File: config.mk
export PLATFORM = sky130hd
export DESIGN_NAME = xosera_boot_ctrl
export DESIGN_NICKNAME = d
export VERILOG_FILES = /design/src/rtl/xosera_boot_ctrl.sv
export SDC_FILE = /design/constraint.sdc
export NUM_CORES = 1
export LEC_CHECK = 0
export CORE_AREA = 5 5 66 68
export CTS_CLUSTER_DIAMETER = 30
export CTS_CLUSTER_SIZE = 40
export DETAILED_ROUTE_END_ITERATION = 6
export DIE_AREA = 0 0 71 73
export PLACE_DENSITY = 0.67
export RECOVER_POWER = 50
export SKIP_LAST_GASP = 1
export SYNTH_ARGS = -nofsm -noshare
export SYNTH_HDL_FRONTEND = slang
export SYNTH_SLANG_ARGS = --single-unit
File: constraint.sdc
create_clock -name clk -period 2.8 [get_ports clk]
set_input_delay 0.28 -clock clk [delete_from_list [all_inputs] [get_ports clk]]
set_output_delay 0.28 -clock clk [all_outputs]
set_load 0.01 [all_outputs]
File: src/rtl/xosera_boot_ctrl.sv
// Reset sequencing and warm-reboot control for the Xosera top level.
// Qualifies PLL lock before releasing reset, then on a reconfigure request
// blanks video, waits for an idle 68k bus and drives SB_WARMBOOT.
module xosera_boot_ctrl #(
    parameter int unsigned LOCK_STABLE_CYCLES = 1024,
    parameter int unsigned RESET_HOLD_CYCLES  = 16,
    parameter int unsigned BLANK_CYCLES       = 2048,
    parameter int unsigned SEL_SETUP_CYCLES   = 4
) (
    input  logic       clk,
    input  logic       reset_ni,
    input  logic       pll_lock_i,
    input  logic       bus_cs_n_i,
    input  logic       reconfig_req_i,
    input  logic [1:0] boot_select_i,
    output logic       sys_reset_o,
    output logic       video_blank_o,
    output logic       boot_o,
    output logic [1:0] boot_sel_o,
    output logic       busy_o
);

    localparam int unsigned MAX_AB = (LOCK_STABLE_CYCLES > RESET_HOLD_CYCLES) ?
                                     LOCK_STABLE_CYCLES : RESET_HOLD_CYCLES;
    localparam int unsigned MAX_CD = (BLANK_CYCLES > SEL_SETUP_CYCLES) ?
                                     BLANK_CYCLES : SEL_SETUP_CYCLES;
    localparam int unsigned MAX_P  = (MAX_AB > MAX_CD) ? MAX_AB : MAX_CD;
    localparam int unsigned CNT_W  = $clog2(MAX_P) + 1;

    localparam logic [CNT_W-1:0] LOCK_LAST  = CNT_W'(LOCK_STABLE_CYCLES - 1);
    localparam logic [CNT_W-1:0] HOLD_LAST  = CNT_W'(RESET_HOLD_CYCLES - 1);
    localparam logic [CNT_W-1:0] BLANK_LAST = CNT_W'(BLANK_CYCLES - 1);
    localparam logic [CNT_W-1:0] SETUP_LAST = CNT_W'(SEL_SETUP_CYCLES - 1);

    typedef enum logic [2:0] {
        StLockWait,
        StResetHold,
        StRun,
        StBlank,
        StSetup,
        StBoot
    } state_t;

    state_t           r_state;
    logic [CNT_W-1:0] r_cnt;
    logic             r_lock_s1;
    logic             r_lock_s;
    logic             r_cs_n_s1;
    logic             r_cs_n_s;
    logic             r_cs_n_prev;
    logic [CNT_W-1:0] w_cnt_inc;
    logic             w_bus_idle;

    // Saturating increment so a long bus stall in BLANK cannot wrap the count.
    always_comb begin
        w_cnt_inc  = (r_cnt == '1) ? r_cnt : r_cnt + 1'b1;
        w_bus_idle = r_cs_n_s & r_cs_n_prev;
    end

    // Two-flop synchronisers for lock and chip select; chip select idles high.
    always_ff @(posedge clk or negedge reset_ni) begin
        if (!reset_ni) begin
            r_lock_s1   <= 1'b0;
            r_lock_s    <= 1'b0;
            r_cs_n_s1   <= 1'b1;
            r_cs_n_s    <= 1'b1;
            r_cs_n_prev <= 1'b1;
        end else begin
            r_lock_s1   <= pll_lock_i;
            r_lock_s    <= r_lock_s1;
            r_cs_n_s1   <= bus_cs_n_i;
            r_cs_n_s    <= r_cs_n_s1;
            r_cs_n_prev <= r_cs_n_s;
        end
    end

    // Sequencer: state, shared counter and registered outputs updated together.
    always_ff @(posedge clk or negedge reset_ni) begin
        if (!reset_ni) begin
            r_state       <= StLockWait;
            r_cnt         <= '0;
            sys_reset_o   <= 1'b1;
            video_blank_o <= 1'b0;
            boot_o        <= 1'b0;
            boot_sel_o    <= 2'b00;
            busy_o        <= 1'b1;
        end else begin
            unique case (r_state)
                StLockWait: begin
                    if (!r_lock_s) begin
                        r_cnt <= '0;
                    end else if (r_cnt == LOCK_LAST) begin
                        r_state <= StResetHold;
                        r_cnt   <= '0;
                    end else begin
                        r_cnt <= w_cnt_inc;
                    end
                end
                StResetHold: begin
                    if (!r_lock_s) begin
                        r_state <= StLockWait;
                        r_cnt   <= '0;
                    end else if (r_cnt == HOLD_LAST) begin
                        r_state     <= StRun;
                        r_cnt       <= '0;
                        sys_reset_o <= 1'b0;
                        busy_o      <= 1'b0;
                    end else begin
                        r_cnt <= w_cnt_inc;
                    end
                end
                StRun: begin
                    // Lock loss takes priority over a same-cycle request.
                    if (!r_lock_s) begin
                        r_state     <= StLockWait;
                        r_cnt       <= '0;
                        sys_reset_o <= 1'b1;
                        busy_o      <= 1'b1;
                    end else if (reconfig_req_i) begin
                        r_state       <= StBlank;
                        r_cnt         <= '0;
                        boot_sel_o    <= boot_select_i;
                        video_blank_o <= 1'b1;
                        busy_o        <= 1'b1;
                    end
                end
                StBlank, StSetup: begin
                    if (!r_lock_s) begin
                        r_state       <= StLockWait;
                        r_cnt         <= '0;
                        sys_reset_o   <= 1'b1;
                        video_blank_o <= 1'b0;
                        boot_sel_o    <= 2'b00;
                    end else if (r_state == StBlank) begin
                        if (r_cnt >= BLANK_LAST && w_bus_idle) begin
                            r_state     <= StSetup;
                            r_cnt       <= '0;
                            sys_reset_o <= 1'b1;
                        end else begin
                            r_cnt <= w_cnt_inc;
                        end
                    end else if (r_cnt == SETUP_LAST) begin
                        r_state <= StBoot;
                        r_cnt   <= '0;
                        boot_o  <= 1'b1;
                    end else begin
                        r_cnt <= w_cnt_inc;
                    end
                end
                StBoot: begin
                    // Terminal: the FPGA reconfigures, only reset_ni leaves here.
                end
                default: begin
                    r_state       <= StLockWait;
                    r_cnt         <= '0;
                    sys_reset_o   <= 1'b1;
                    video_blank_o <= 1'b0;
                    boot_o        <= 1'b0;
                    boot_sel_o    <= 2'b00;
                    busy_o        <= 1'b1;
                end
            endcase
        end
    end

endmodule
# After elaboration in Yosys (flattened, before gate mapping)
# Index checks and enable logic that the tools add are counted.
# W data, S select, Z words.
totals:
  input_bits: 7
  regBits: 26
  output_inout_bits: 6
  word_cells: 103
classes:
  n_lt_le_gt_ge: 1
  n_reduce_logical: 13
  n_addsub: 1
  bitwise: 6
  n_eq_ne: 26
  muxes: 44
ops:
  columns: ["cell", "count"]
  rows:
  - ["$mux W12", 11]
  - ["$pmux W12 S5", 1]
  - ["$mux W3", 10]
  - ["$ne A2 B2 Y1 const B", 11]
  - ["$pmux W3 S5", 1]
  - ["$mux W1", 13]
  - ["$add A12 B1 Y12 const B", 1]
  - ["$eq A12 B10 Y1 const B", 1]
  - ["$eq A12 B12 Y1 const B", 1]
  - ["$eq A12 B2 Y1 const B", 1]
  - ["$eq A12 B4 Y1 const B", 1]
  - ["$ge A12 B11 Y1 const B", 1]
  - ["$ne A3 B3 Y1 const B", 4]
  - ["$reduce_and A4 Y1", 3]
  - ["$ne A4 B4 Y1 const B", 2]
  - ["$reduce_or A4 Y1", 2]
  - ["$reduce_and A7 Y1", 1]
  - ["$eq A3 B2 Y1 const B", 2]
  - ["$eq A3 B3 Y1 const B", 2]
  - ["$mux W2", 3]
  - ["$pmux W1 S3", 2]
  - ["$pmux W2 S3", 1]
  - ["$reduce_and A6 Y1", 1]
  - ["$not A1 Y1", 5]
  - ["other kinds (9)", 10]

# Logic depth before layout (Yosys ltp)
logic_depth:
  word_depth: 6
  ltp_mapped: 7
  mapped_depth_nobuf: 6

# Worst setup path after synthesis
# Ideal clock, no wire load.
synth_path:
  kind: "register -> register"
  from: "register r_cnt[0]"
  to: "register r_cnt[5]"
  setup_time_ps: 141
  stages_incl_launch_ff: 7
  t_required_ps: 2659
  arrival_ps: 1696
  setup_slack_ps: 963
  synth_period_minus_slack_ps: 1837
  path_cell_list: "dfrtp_1 ha_1 nand3_1 nor4_4 o32ai_2 nor3_4 o32ai_2"
synth_via:
  elab_chain_len: 6
synth_rtl:
  columns: ["item", "line", "text"]
  rows:
  - ["start: declaration", "45", "logic [CNT_W-1:0] r_cnt;"]
  - ["start signal: assignment", "96", "r_cnt <= w_cnt_inc;"]
  - ["start signal: assignment", "109", "r_cnt <= w_cnt_inc;"]
  - ["start signal: assignment", "140", "r_cnt <= w_cnt_inc;"]
  - ["$add A12 B1 Y12, or another cell as far along", "56", "w_cnt_inc = (r_cnt == '1) ? r_cnt : r_cnt + 1'b1;"]
  - ["$mux W12 or $logic_and A1 B1 Y1 (tied branches)", "56, 135", null]
  - ["$mux W12 (on tied branches)", "142, 135", null]
  - ["$mux W12", "134", "end else if (r_state == StBlank) begin"]
  - ["$mux W12", "128", "if (!r_lock_s) begin"]
  - ["$pmux W12 S5 (*)", "88", "unique case (r_state)"]
# Mark *: on every way between the ends. The rest lies on a longest branch, timed or not.
# A chain may end at the register's enable or synchronous reset.

# Worst setup path after layout
layout_path:
  from: "register r_lock_s"
  to: "register r_cnt[1]"
layout_via:
  elab_chain_len: 2
layout_rtl:
  columns: ["item", "line", "text"]
  rows:
  - ["start: declaration", "47", "logic r_lock_s;"]
  - ["start signal: assignment", "70", "r_lock_s <= r_lock_s1;"]
  - ["$mux W12, or another cell as far along", "128", null]
  - ["$pmux W12 S5 or $reduce_and A2 Y1 (tied branches)", null, null]
  - ["end signal: assignment", "96", null]
  - ["end signal: assignment", "140", null]
  - ["end signal: assignment", "147", "r_cnt <= w_cnt_inc;"]
# Several ways; a longest one is shown, not always the timed one.

==> results.yml <==
outcome:
  outcome: "finished, final reports clean"
logic_synthesis:
  synth_edf_count: 0
  ys.warnings.count: 0
  syn_area_mm2: 0.00159
  synth-seq-cells: 26
  synth.avg_cell_area_um2: 9.15
  netlist_instances: 174
  synth_ff_type: "dfrtp_1"
  seq_area_frac_synth_pct: 41.3
  synth.distinct_cells: 50
  synth_nets: 182
  async_flop_share_pct: 100
grt:
  grt_pass1_wl_um: 6310
  first_global_vias: 1273
  grt_overflow: 0
  antenna_found_initial: 0
  gr-usage-all-layers_pct: 15.0
  grt_max_degree: 27
route:
  wl_um: 3610
  vias_per_cell: 6.05
  drtPass1Iterations: 6
  drtIter0Drc: 182
  detail-route-antenna-nets: 0
  wl_per_cell_um: 15.7
  drcViolationCount: 0
  vias: 1391
final_layout:
  multi_input_area_um2: 852
  synthToLayoutAreaGrowth_pct: 12.9
  finalInstanceArea_mm2: 0.00180
  fillers: 375
  insertedDiodeCount: 0
  layout-drive-gt1-share_pct: 10.6
  mostFrequentLayoutCells: "21 x o21ai_0, 21 x dfrtp_1, 12 x nand3_1"
  fin_util_pct: 47.3
  finalNetCount: 189
  seqCellArea_um2: 657
floorplan:
  fp-row-count: 23
  initial_utilization_pct: 41.9
  die_y_um: 73
  die_x_um: 71
  ios: 13
  coreArea_mm2: 0.00380
  die_area_mm2: 0.00518
power_and_ir_drop:
  power_density_mw_per_mm2: 420
  ir_drop_v: 0.000235
  finalPower_mw: 0.755
  p_leak_nw: 0.697
sta:
  setup_tns_ns: 0
  setup_viol: 0
  fin_crit_sh_pct: 79.6
  grt_setup_unrepaired: "no"
  hold_viol: 0
  fin_ws_ns: 0.572
  period_needed_ns: 2.23
  worst_slew_margin_rel_pct: 6.96
  fmax_ghz: 0.449
  fin_skew_ns: 0.00495
  drv_slew: 0
  tightestPinTransition_ns: 1.40
placed_design:
  portBuffers: 12
  placed_area_mm2: 0.00173
  pre_cts_slack_ns: 0.642
  hpwl_um: 2660
  routabilityCongestion: 0.915
clock_tree:
  clk-insertion-delay-late_ns: 0.28
  postCtsSetupBuffers: 0
  clock_sinks: 26
  cts.clk_slew.worst_paths_ns: 0.10
  cts_tree: "yes"
  cts_resized: 0
  root_buffer: "clkbuf_8"
  cts_hold_repair.buffers: 0
  cts_inserted_buffers: 3
  clockBufferDepth: 2
  cts_max_level: 1
flow_run:
  max_cap_violations: 0
worst_setup_path:
  critical_path_class: "flop to flop"
  crit_fanout: 11
  cp.required_ns: 2.99
  cp_data_arrival_time_ns: 2.42
  startpoint_type: "flop"
  end_kind: "flop"
  r2r_cells: 5
worst_hold_path:
  hold_path.class: "flop to flop"
  min_path_cells: 0
cells in the mapped netlist (2+ instances only):
cell type	number	area (um^2)
mux2_2	2	22.5
inv_1	6	22.5
and3_1	2	12.5
o22ai_1	4	25.0
a22oi_1	2	15.0
a22o_1	4	35.0
nand2b_1	3	18.8
clkbuf_1	5	18.8
xor2_1	2	17.5
nand2_1	9	33.8
o31ai_1	3	22.5
dfrtp_1	21	526
a21oi_1	5	25.0
buf_2	5	25.0
o211ai_1	2	15.0
and4_1	2	17.5
nor2b_1	4	25.0
nand3_1	12	60.1
o21ai_0	21	105
o21ai_1	2	10.0
nor3_1	7	35.0
nand4_1	7	43.8
o32ai_2	2	32.5
o32ai_1	2	17.5
dfstp_2	5	131
nor2_1	10	37.5
a31oi_1	2	12.5
power breakdown:
| group | internal, mW | switching, mW |
|---|---|---|
| logic | 0.0173 | 0.0250 |
| clock network | 0.192 | 0.128 |
| registers | 0.384 | 0.00940 |
| total | 0.593 | 0.162 |
sequential cells by signal, indices dropped and copies added (netlist names):
| register | flops |
|---|---|
| r_cnt | 12 |
| r_state | 3 |
| boot_sel_o | 2 |
| boot_o | 1 |
| busy_o | 1 |
| r_cs_n_prev | 1 |
| r_cs_n_s | 1 |
| r_cs_n_s1 | 1 |
| r_lock_s | 1 |
| r_lock_s1 | 1 |
| sys_reset_o | 1 |
| video_blank_o | 1 |
layer usage:
layer,share of wire [%],wire length [um],up-vias,global-route usage [%]
met3,4.0,143,5,1.65
met1,47,1710,663,20.7
met5,0,0,-,0
met2,48,1720,47,25.0
met4,1.3,46,0,4.38
li1,-,-,676,-
final timing paths:
kind / from / endpoint / slack [ns]
setup / recovery: r_lock_s / r_cnt[1] / 0.57
hold / removal: r_lock_s1 / r_lock_s / 0.36
setup reg to reg: r_lock_s / r_cnt[1] / 0.57
hold reg to reg: r_lock_s1 / r_lock_s / 0.36
max in group asynchronous: reset_ni / r_cnt[7] / 1.14
min in group asynchronous: reset_ni / r_lock_s / 0.84
cells by family (layout without fill, tap and decap cells):
kind of cell             count (synthesis)  in the layout  share of synthesized area [%]
AO/OA/AOI/OAI                           56             56                           23.6
XOR/XNOR                                 2              2                           1.10
adder cells (fa/ha/maj)                  1              1                          0.786
buffers and inverters                   18             24                           5.19
flip-flops                              26             26                           41.3
multiplexers                             2              2                           1.41
AND/OR/NAND/NOR                         69             69                           26.7
through the flow:
stage	cells	hold WS, ns
final	230	0.356
after floorplan	174	-0.0156
after global routing	230	0.368
after CTS	230	0.358
after global placement	226	0.338
after detailed placement	226	0.335
final cells by class:
class	instances	share of cell area [%]
multi-input combinational	130	47.4
sequential	26	36.6
timing repair buffer	14	7.31
tap	50	3.48
clock buffer	3	2.30
clock inverter	1	1.67
inverter	6	1.25
worst max-delay path, stage by stage, from the launching register on:
cell	delay (ns)
dfrtp_1	0.54
nor2b_1	0.42
nand2b_1	0.12
o32ai_2	0.58
o22ai_1	0.25
o22ai_1	0.22
No activity file was read; power rests on OpenSTA's default activity.
